**config.mk**
```make
export PLATFORM = sky130hd
export DESIGN_NAME = mem_access_unit
export DESIGN_NICKNAME = d
export VERILOG_FILES = /design/src/rtl/mem_access_unit.sv
export SDC_FILE = /design/constraint.sdc
export NUM_CORES = 1
export LEC_CHECK = 0
export CORE_ASPECT_RATIO = 1.75
export CORE_MARGIN = 1.5
export CORE_UTILIZATION = 46
export DETAILED_ROUTE_END_ITERATION = 6
export PLACE_DENSITY_LB_ADDON = 0.3
export REMOVE_ABC_BUFFERS = 1
export SLEW_MARGIN = 10
export SYNTH_ARGS = -nofsm -noshare
export SYNTH_HDL_FRONTEND = slang
export SYNTH_SLANG_ARGS = --single-unit
export TNS_END_PERCENT = 10
```
**constraint.sdc**
```tcl
create_clock -name clock -period 3.87 [get_ports clock]
set_input_delay 0.5805 -clock clock [delete_from_list [all_inputs] [get_ports clock]]
set_output_delay 0.5805 -clock clock [all_outputs]
set_load 0.1 [all_outputs]
```
**src/rtl/mem_access_unit.sv**
```systemverilog
// rtl/mem_access_unit.sv - strobe-to-req/ack bridge with auto-increment address, timeout abort and drop counting
module mem_access_unit #(
    parameter int                ADDR_W    = 8,
    parameter int                DATA_W    = 32,
    parameter logic [ADDR_W-1:0] BASE_ADDR = '0,
    parameter int                TIMEOUT   = 15
) (
    input  logic              clock,
    input  logic              resetN,
    input  logic              read,
    input  logic              write,
    input  logic [DATA_W-1:0] wdata,
    input  logic              clear_err,
    output logic              mem_req,
    output logic              mem_we,
    output logic [ADDR_W-1:0] mem_addr,
    output logic [DATA_W-1:0] mem_wdata,
    input  logic [DATA_W-1:0] mem_rdata,
    input  logic              mem_ack,
    output logic [DATA_W-1:0] rdata,
    output logic              rdata_valid,
    output logic              busy,
    output logic              timeout_err,
    output logic [7:0]        drop_cnt
);

    typedef enum logic {IDLE, ACCESS} state_t;

    localparam logic [7:0] WAIT_LAST = 8'(TIMEOUT - 1);

    state_t     state;
    logic [7:0] wait_cnt;
    logic       drop;
    logic       abort;

    // In IDLE only the read half of a simultaneous read+write is lost; in ACCESS any strobe is lost.
    always_comb begin
        drop  = 1'b0;
        abort = 1'b0;
        if (state == IDLE) begin
            drop = read & write;
        end else begin
            drop  = read | write;
            abort = !mem_ack && (wait_cnt == WAIT_LAST);
        end
    end

    assign busy = (state == ACCESS);

    always_ff @(posedge clock or negedge resetN) begin
        if (!resetN) begin
            state       <= IDLE;
            wait_cnt    <= 8'd0;
            mem_req     <= 1'b0;
            mem_we      <= 1'b0;
            mem_addr    <= BASE_ADDR;
            mem_wdata   <= '0;
            rdata       <= '0;
            rdata_valid <= 1'b0;
            timeout_err <= 1'b0;
            drop_cnt    <= 8'd0;
        end else begin
            rdata_valid <= 1'b0;

            if (drop) begin
                if (clear_err)
                    drop_cnt <= 8'd1;
                else if (drop_cnt != 8'hFF)
                    drop_cnt <= drop_cnt + 8'd1;
            end else if (clear_err) begin
                drop_cnt <= 8'd0;
            end

            if (abort)
                timeout_err <= 1'b1;
            else if (clear_err)
                timeout_err <= 1'b0;

            case (state)
                IDLE: begin
                    wait_cnt <= 8'd0;
                    if (write) begin
                        mem_wdata <= wdata;
                        mem_we    <= 1'b1;
                        mem_req   <= 1'b1;
                        state     <= ACCESS;
                    end else if (read) begin
                        mem_we  <= 1'b0;
                        mem_req <= 1'b1;
                        state   <= ACCESS;
                    end
                end
                ACCESS: begin
                    if (mem_ack) begin
                        mem_req  <= 1'b0;
                        state    <= IDLE;
                        mem_addr <= mem_addr + 1'b1;
                        if (!mem_we) begin
                            rdata       <= mem_rdata;
                            rdata_valid <= 1'b1;
                        end
                    end else if (abort) begin
                        mem_req <= 1'b0;
                        state   <= IDLE;
                    end else begin
                        wait_cnt <= wait_cnt + 8'd1;
                    end
                end
                default: state <= IDLE;
            endcase
        end
    end

endmodule

```
==> flow_metrics.py, run 1 <==
metrics = {
    "status": {
        "violations": "DRC",
        "status": "finished with violations",
    },
    "cts": {
        "cts-resized-gates": 0,
        "path_clk_slew_ns": 0.06,
        "tritoncts": "yes",
        "clockRootBuffer": "clkbuf_16",
        "cts_sinks": 93,
        "ctsLongestPathBuffers": 2,
        "clk_latency_ns": 0.34,
        "cts_hold_buffers": 0,
        "numCtsBuffers": 9,
        "h-tree-depth": 3,
        "post_cts_buffers": 0,
    },
    "setup_path": {
        "startpoint_type": "flop",
        "crit_slowest_cell": "clkdlybuf4s50_1",
        "worst_setup_path_end_kind": "output port",
        "crit_chain": "clkdlybuf4s50_1",
        "cp_slowest_stage_delay_ns": 1.22,
        "worstPathRequired_ns": 3.29,
        "worstPathMaxFanout": 16,
        "critPathArrivalTime_ns": 2.20,
        "cp_top_family": "buffers and inverters",
        "critical_path_buf_inv_count": 1,
        "criticalPathCategory": "reg2out",
    },
    "logic_synthesis": {
        "synth-seq-cells": 93,
        "yosysSeqAreaShare_pct": 61.20,
        "yosysTopAreaCell": "dfrtp_1",
        "yosys_warnings": 0,
        "syn-instance-count": 278,
        "synth_edf_count": 0,
        "synth-main-ff-cell": "dfrtp_1",
        "synth_top_area_share_pct": 61.20,
        "synth.distinct_cells": 41,
        "synth_area_per_cell_sq_um": 13.68,
        "synth_commonest_cells": "dfrtp_1, mux2_2, nand2_1",
        "synth_area_leaders": "dfrtp_1, mux2_2, xnor2_1",
        "syn_area_sq_um": 3802,
        "async_flop_share_pct": 100.0,
        "yosysMostFrequentCell": "dfrtp_1",
    },
    "timing": {
        "drv_slew": 0,
        "rsz0062_at_grt": "no",
        "hold_ws_ns": 0.07374,
        "max_slew.worst_pin.slew_ns": 1.029,
        "finalCritPeriodShare_pct": 71.81,
        "final_hold_viol_count": 0,
        "slew-limit-headroom_pct": 31.21,
        "max_freq_ghz": 0.3598,
        "layout_min_cycle_time_ns": 2.779,
        "tns_ns": 0,
        "fin_skew_ns": 0.004588,
        "setup_viol_count_final": 0,
    },
    "grt": {
        "grt_pass1_wl_um": 14260,
        "antenna_found_initial": 0,
        "grt_max_degree": 42,
        "grt_overflow": 0,
        "grt_use_total_pct": 21.06,
        "grt_pass1_vias": 2951,
    },
    "drt": {
        "first_pass_iters": 6,
        "drc": 13,
        "route.vias.total": 2863,
        "wl_um": 9009,
        "viasPerCell": 5.382,
        "postRouteAntennaNets": 0,
        "drt_iter0_drc": 117,
        "wl_per_cell_um": 16.93,
    },
    "floorplanning": {
        "chipWidth_um": 71.73,
        "initial_core_util_pct": 47.75,
        "coreArea_sq_um": 7963,
        "pin_count": 155,
        "die_h_um": 123.3,
        "row_count": 43,
        "dieArea_sq_um": 8842,
    },
    "cells_and_area": {
        "fill_cells": 595,
        "nets": 511,
        "area_growth_pct": 50.87,
        "layout-drive-gt1-share_pct": 20.36,
        "antenna-diode-count": 0,
    },
    "power": {
        "p_leak_nw": 2.362,
        "power_density_nw_per_um2": 889.5,
        "vdd_drop_max_uv": 524.0,
    },
    "placed_design": {
        "routabilityCongestion": 0.8432,
        "portBuffers": 154,
        "hpwlAfterDp_um": 6683,
    },
    "min_path": {
        "hp-class": "in2async",
    },
    "job": {
        "max_cap_viol_count": 0,
    },
}
[placed cells by master, fill, tap and decap left out, types with 5 or more instances in the layout]
master	Yosys	layout
clkdlybuf4s50_1	0	153
dfrtp_1	93	93
mux2_2	65	65
nand2_1	11	11
xnor2_1	9	9
clkbuf_16	0	9
inv_1	8	8
nor2_1	9	8
nand3_1	8	8
a21oi_1	7	7
nand4_1	6	6
nor3_1	5	5
buf_4	0	5
[power by group]
| group | total (W) | switching [W] | internal, W |
|---|---|---|---|
| combinational | 0.00284 | 0.00215 | 0.000688 |
| clock | 0.000864 | 0.000347 | 0.000516 |
| sequential | 0.00140 | 0.000170 | 0.00123 |
| total | 0.00510 | 0.00267 | 0.00243 |
[area by class of cell]
class	count	area (sq um)	area share, %
Tap cell	90	112.6	1.963
Multi-Input combinational cell	167	1404	24.47
Timing Repair Buffer	158	1569	27.35
Sequential cell	93	2327	40.57
Clock buffer	12	246.5	4.297
Clock inverter	4	47.55	0.8288
Inverter	8	30.03	0.5234
[sequential cells by signal, summed over array words and instances (netlist names)]
signal and count:
rdata 32, mem_we 1, wait_cnt 8, mem_addr 8, mem_req 1, rdata_valid 1
mem_wdata 32, busy 1, timeout_err 1, drop_cnt 8
[per-layer routing]
| layer | global-route usage (%) | wire, um |
|---|---|---|
| met2 | 36.34 | 4860 |
| met1 | 23.90 | 3311 |
| met3 | 5.623 | 601 |
| met5 | 0 | 0 |
| met4 | 10.14 | 236 |
[worst paths after layout]
kind / from / endpoint / slack (ns) / cells after the start
min in group clock: mem_addr[7] / mem_addr[7] / 0.47 / 1
max reg2reg: busy / rdata[31] / 2.02 / 4
min reg2reg: mem_addr[7] / mem_addr[7] / 0.47 / 1
max in group asynchronous: resetN / rdata[25] / 3.06 / 2
min: resetN / drop_cnt[5] / 0.07 / 1
max: busy / busy / 1.09 / 1
[through the flow]
step	total power [W]	instances	setup slack (ns)	cell area, sq um	utilization, %
2_1_floorplan	0.003537	268	0.5865	3756	-
3_3_place_gp	0.004223	516	1.475	5443	68.35
3_5_place_dp	0.004266	516	1.422	5443	68.35
4_1_cts	0.005140	532	1.080	5737	72.05
5_1_grt	0.005267	532	1.048	5737	72.05
6_report	0.005103	532	1.091	5737	72.05
[cells by family (layout without fill, tap and decap cells)]
kind of cell	Yosys count	count (layout)	share of synthesized area, %
compound gates	26	26	4.574
xor+xnor	10	10	2.304
fa+ha+maj	5	5	1.678
buf+inv	18	182	2.007
flops	93	93	61.20
mux	67	67	19.78
simple gates	59	59	8.457
Note: power is estimated with default switching activity, not from simulation.
==> inputs of run 2 (changes only) <==
--- a/config.mk
+++ b/config.mk
@@ -7,7 +7,7 @@
 export LEC_CHECK = 0
 export CORE_ASPECT_RATIO = 1.75
 export CORE_MARGIN = 1.5
-export CORE_UTILIZATION = 46
+export CORE_UTILIZATION = 39
 export DETAILED_ROUTE_END_ITERATION = 6
 export PLACE_DENSITY_LB_ADDON = 0.3
 export REMOVE_ABC_BUFFERS = 1
==> constraint.sdc (replaced) <==
create_clock -name clock -period 2.25 [get_ports clock]
set_input_delay 0.3375 -clock clock [delete_from_list [all_inputs] [get_ports clock]]
set_output_delay 0.3375 -clock clock [all_outputs]
set_load 0.1 [all_outputs]
==> flow_metrics.py, run 2 (synthesized netlist as in run 1, its figures left out) <==
metrics = {
    "setup_path": {
        "worstPathMaxFanout": 9,
        "startpoint_type": "flop",
        "rrSetupSlack_ns": 0.47,
        "critPathArrivalTime_ns": 1.98,
        "timing.rr.start": "busy",
        "reg2reg_to": "wait_cnt[0]",
        "worstPathRequired_ns": 2.45,
        "reg2regPathDepth": 5,
        "worst_setup_path_end_kind": "flop",
        "criticalPathCategory": "reg2reg",
    },
    "cells_and_area": {
        "area_growth_pct": 48.37,
        "nets": 512,
        "layout-drive-gt1-share_pct": 39.95,
        "final_util_pct": 59.59,
        "antenna-diode-count": 0,
        "largest_registers": "mem_wdata (32), rdata (32)",
        "mostFrequentLayoutCell": "dfrtp_1",
        "fill_cells": 758,
        "final_cell_mix": "dfrtp_1, buf_4, clkdlybuf4s50_1",
    },
    "timing": {
        "setup_viol_count_final": 0,
        "layout_min_cycle_time_ns": 1.781,
        "hold_ws_ns": -0.003468,
        "rsz0062_at_grt": "no",
        "max_slew.worst_pin.slew_ns": 0.5267,
        "final_hold_viol_count": 1,
        "drv_slew": 0,
        "slew-limit-headroom_pct": 64.89,
        "max_freq_ghz": 0.5615,
        "finalCritPeriodShare_pct": 79.15,
        "fin_skew_ns": 0.007571,
    },
    "drt": {
        "drc": 0,
        "first_pass_iters": 4,
        "met2_length_um": 5019,
        "drt_iter0_drc": 166,
        "wl_um": 9081,
        "routed.top_layer": "met4",
        "met3WireLength_um": 496,
        "route.vias.total": 2845,
        "postRouteAntennaNets": 0,
        "met1_length_um": 3219,
        "wl_per_cell_um": 16.07,
        "viasPerCell": 5.035,
    },
    "grt": {
        "grt_use_total_pct": 18.17,
        "antenna_found_initial": 0,
        "grt_pass1_wl_um": 14560,
        "grt_overflow": 0,
        "grt_pass1_vias": 3006,
        "grt_max_degree": 94,
    },
    "cts": {
        "clk_latency_ns": 0.34,
        "post_cts_buffers": 0,
        "cts-resized-gates": 0,
        "numCtsBuffers": 9,
        "cts_sinks": 93,
        "cts_hold_buffers": 0,
        "clockRootBuffer": "clkbuf_16",
        "tritoncts": "yes",
        "h-tree-depth": 3,
        "ctsLongestPathBuffers": 2,
        "path_clk_slew_ns": 0.06,
    },
    "status": {
        "violations": "hold timing",
        "status": "finished with violations",
    },
    "floorplanning": {
        "chipWidth_um": 77.64,
        "coreArea_sq_um": 9468,
        "die_h_um": 133.6,
        "row_count": 47,
        "pin_count": 155,
        "initial_core_util_pct": 40.16,
        "dieArea_sq_um": 10370,
    },
    "placed_design": {
        "routabilityCongestion": 0.7742,
        "portBuffers": 154,
        "hpwlAfterDp_um": 6721,
    },
    "power": {
        "vdd_drop_max_uv": 896.1,
        "p_leak_nw": 2.479,
        "power_density_nw_per_um2": 1559,
    },
    "min_path": {
        "hp-class": "in2async",
    },
    "job": {
        "max_cap_viol_count": 0,
    },
}
==> run 2: how the worst max path moves through the flow <==
| stage | from | to | slack [ns] |
|---|---|---|---|
| floorplan | busy | rdata[0] | -1.03 |
| global placement | read | drop_cnt[5] | 0.28 |
| detailed placement | read | drop_cnt[5] | 0.25 |
| CTS | busy | wait_cnt[0] | 0.45 |
| global route | busy | wait_cnt[0] | 0.32 |
| finish | busy | wait_cnt[0] | 0.47 |
==> run 2: power breakdown <==
group / leakage, nW / internal (W) / switching, W / total (W)
combinational: 1.20 / 0.00104 / 0.00372 / 0.00476
clock: 0.152 / 0.00101 / 0.000638 / 0.00164
sequential: 1.13 / 0.00211 / 0.000285 / 0.00240
==> run 2: area by class of cell <==
class | instances | area (sq um) | share of cell area (%)
sequential | 93 | 2327 | 41.25
multi-input combinational | 167 | 1404 | 24.88
timing repair buffer | 159 | 1401 | 24.84
clock buffer | 11 | 242.7 | 4.303
tap | 122 | 152.6 | 2.706
clock inverter | 5 | 83.83 | 1.486
inverter | 8 | 30.03 | 0.5323
==> run 2: per-layer routing <==
| metal | global-route usage (%) | vias up |
|---|---|---|
| met5 | 0 | - |
| met4 | 10.71 | 0 |
| met3 | 4.384 | 24 |
| met2 | 32.27 | 106 |
| met1 | 19.05 | 1400 |
| li1 | - | 1315 |
==> run 2: through the flow <==
stage          std cells  setup WS (ns)  instance area, sq um  setup TNS, ns  total power, W
2_1_floorplan        268         -1.033                  3756         -60.29        0.006084
3_3_place_gp         549         0.2833                  5315              0        0.007147
3_5_place_dp         549         0.2452                  5315              0        0.007208
4_1_cts              565         0.4537                  5642              0        0.008867
5_1_grt              565         0.3237                  5642              0        0.009087
6_report             565         0.4692                  5642              0        0.008796
==> run 2: worst max-delay path, stage by stage (launching register included) <==
cell and delay [ns]:
dfrtp_1 0.52, buf_4 0.22, nand2b_1 0.10, nor4b_2 0.44
or2_2 0.24, o311ai_0 0.12
==> inputs of run 3 (changes only) <==
--- a/config.mk
+++ b/config.mk
@@ -7,7 +7,7 @@
 export LEC_CHECK = 0
 export CORE_ASPECT_RATIO = 1.75
 export CORE_MARGIN = 1.5
-export CORE_UTILIZATION = 39
+export CORE_UTILIZATION = 43
 export DETAILED_ROUTE_END_ITERATION = 6
 export PLACE_DENSITY_LB_ADDON = 0.3
 export REMOVE_ABC_BUFFERS = 1
==> constraint.sdc (replaced) <==
create_clock -name clock -period 1.7 [get_ports clock]
set_input_delay 0.255 -clock clock [delete_from_list [all_inputs] [get_ports clock]]
set_output_delay 0.255 -clock clock [all_outputs]
set_load 0.1 [all_outputs]
==> flow_metrics.py, run 3 (synthesized netlist as in run 1, its figures left out) <==
metrics = {
    "grt": {
        "grt_overflow": 0,
        "grt_pass1_vias": 3261,
        "antenna_found_initial": 0,
        "grt_pass1_wl_um": 16910,
        "grt_use_total_pct": 24.18,
        "grt_max_degree": 40,
    },
    "drt": {
        "first_pass_iters": 4,
        "wl_um": 10710,
        "routed.top_layer": "met4",
        "met1_length_um": 3375,
        "drc": 0,
        "met3WireLength_um": 687,
        "met2_length_um": 6207,
        "route.vias.total": 3010,
        "wl_per_cell_um": 18.68,
        "postRouteAntennaNets": 0,
        "drt_iter0_drc": 159,
        "viasPerCell": 5.253,
    },
    "status": {
        "status": "complete, no violations",
    },
    "timing": {
        "max_freq_ghz": 0.6384,
        "final_hold_viol_count": 0,
        "max_slew.worst_pin.slew_ns": 0.4696,
        "drv_slew": 0,
        "setup_viol_count_final": 0,
        "timing.final.ws_setup_ns": 0.1337,
        "tns_ns": 0,
        "fin_skew_ns": 0.006930,
        "hold_ws_ns": 0.3966,
        "rsz0062_at_grt": "no",
        "layout_min_cycle_time_ns": 1.566,
        "finalCritPeriodShare_pct": 92.14,
        "slew-limit-headroom_pct": 68.41,
    },
    "cells_and_area": {
        "fill_cells": 490,
        "area_growth_pct": 78.78,
        "fin_cells": 573,
        "mostFrequentLayoutCell": "dfrtp_1",
        "final_cell_mix": "dfrtp_1, buf_12, clkdlybuf4s50_1",
        "layout-drive-gt1-share_pct": 41.67,
        "nets": 526,
        "largest_registers": "mem_wdata (32), rdata (32)",
        "fin_area_sq_um": 6798,
        "antenna-diode-count": 0,
    },
    "floorplanning": {
        "die_h_um": 127.4,
        "chipWidth_um": 74.09,
        "dieArea_sq_um": 9438,
        "coreArea_sq_um": 8615,
        "pin_count": 155,
        "initial_core_util_pct": 44.14,
        "row_count": 45,
    },
    "setup_path": {
        "worstPathMaxFanout": 33,
        "criticalPathCategory": "reg2reg",
        "worst_setup_path_end_kind": "flop",
        "crit_start": "busy",
        "rrSetupSlack_ns": 0.13,
        "startpoint_type": "flop",
        "reg2regPathDepth": 4,
        "timing.rr.start": "busy",
        "worstPathRequired_ns": 1.92,
        "reg2reg_to": "mem_wdata[22]",
        "critPathArrivalTime_ns": 1.78,
    },
    "cts": {
        "cts_sinks": 93,
        "numCtsBuffers": 9,
        "clk_latency_ns": 0.34,
        "clockRootBuffer": "clkbuf_16",
        "ctsLongestPathBuffers": 2,
        "post_cts_buffers": 0,
        "h-tree-depth": 3,
        "path_clk_slew_ns": 0.06,
        "tritoncts": "yes",
    },
    "min_path": {
        "hp-class": "in2async",
    },
    "power": {
        "vdd_drop_max_uv": 1160,
        "p_leak_nw": 2.909,
        "power_density_nw_per_um2": 1986,
    },
    "placed_design": {
        "portBuffers": 154,
        "hpwlAfterDp_um": 7884,
        "placed_cell_area_sq_um": 6470,
        "dp_cells": 557,
        "routabilityCongestion": 0.8405,
        "detailedPlace.worstSlack_ns": -0.06915,
    },
    "job": {
        "max_cap_viol_count": 0,
    },
}
==> run 3: how the worst max path moves through the flow <==
stage / end
global placement: drop_cnt[5]
finish: mem_wdata[22]
global route: drop_cnt[1]
detailed placement: drop_cnt[1]
floorplan: rdata[0]
CTS: drop_cnt[1]
==> run 3: critical path: stages (launching register included) <==
cell	delay, ns
dfrtp_1	0.48
buf_4	0.20
nor2b_2	0.15
buf_12	0.22
mux2_2	0.38
==> run 3: power by group <==
| group | switching [W] | leakage, nW | internal (W) |
|---|---|---|---|
| clock | 0.000815 | 0.152 | 0.00132 |
| combinational | 0.00500 | 1.63 | 0.00287 |
| sequential | 0.000709 | 1.13 | 0.00280 |
| total | 0.00652 | 2.91 | 0.00698 |
==> run 3: metrics by stage <==
stage          total power, W  utilization (%)
2_1_floorplan        0.008053                -
3_3_place_gp          0.01126            75.11
3_5_place_dp          0.01141            75.11
4_1_cts               0.01359            78.88
5_1_grt               0.01385            78.91
6_report              0.01350            78.91
==> run 3: cell type report <==
class	count	area (sq um)	share of cell area, %
Inverter	8	30.03	0.4417
Multi-Input combinational cell	167	1406	20.69
Sequential cell	93	2327	34.24
Timing Repair Buffer	173	2572	37.84
Clock buffer	11	242.7	3.571
Tap cell	117	146.4	2.154
Clock inverter	4	72.57	1.068
==> run 3: metal layers <==
metal	global-route usage, %	vias up
met5	0	-
met4	11.98	0
met3	7.019	25
met2	43.96	131
met1	23.88	1509
li1	-	1345
==> run 3: repair_timing <==
action / 4_1_cts / 5_1_grt
gates resized for setup: 0 / 1
setup endpoints to repair: 0 / 1
endpoints found under the hold margin: 30 / 0
hold buffers: 1 / 0
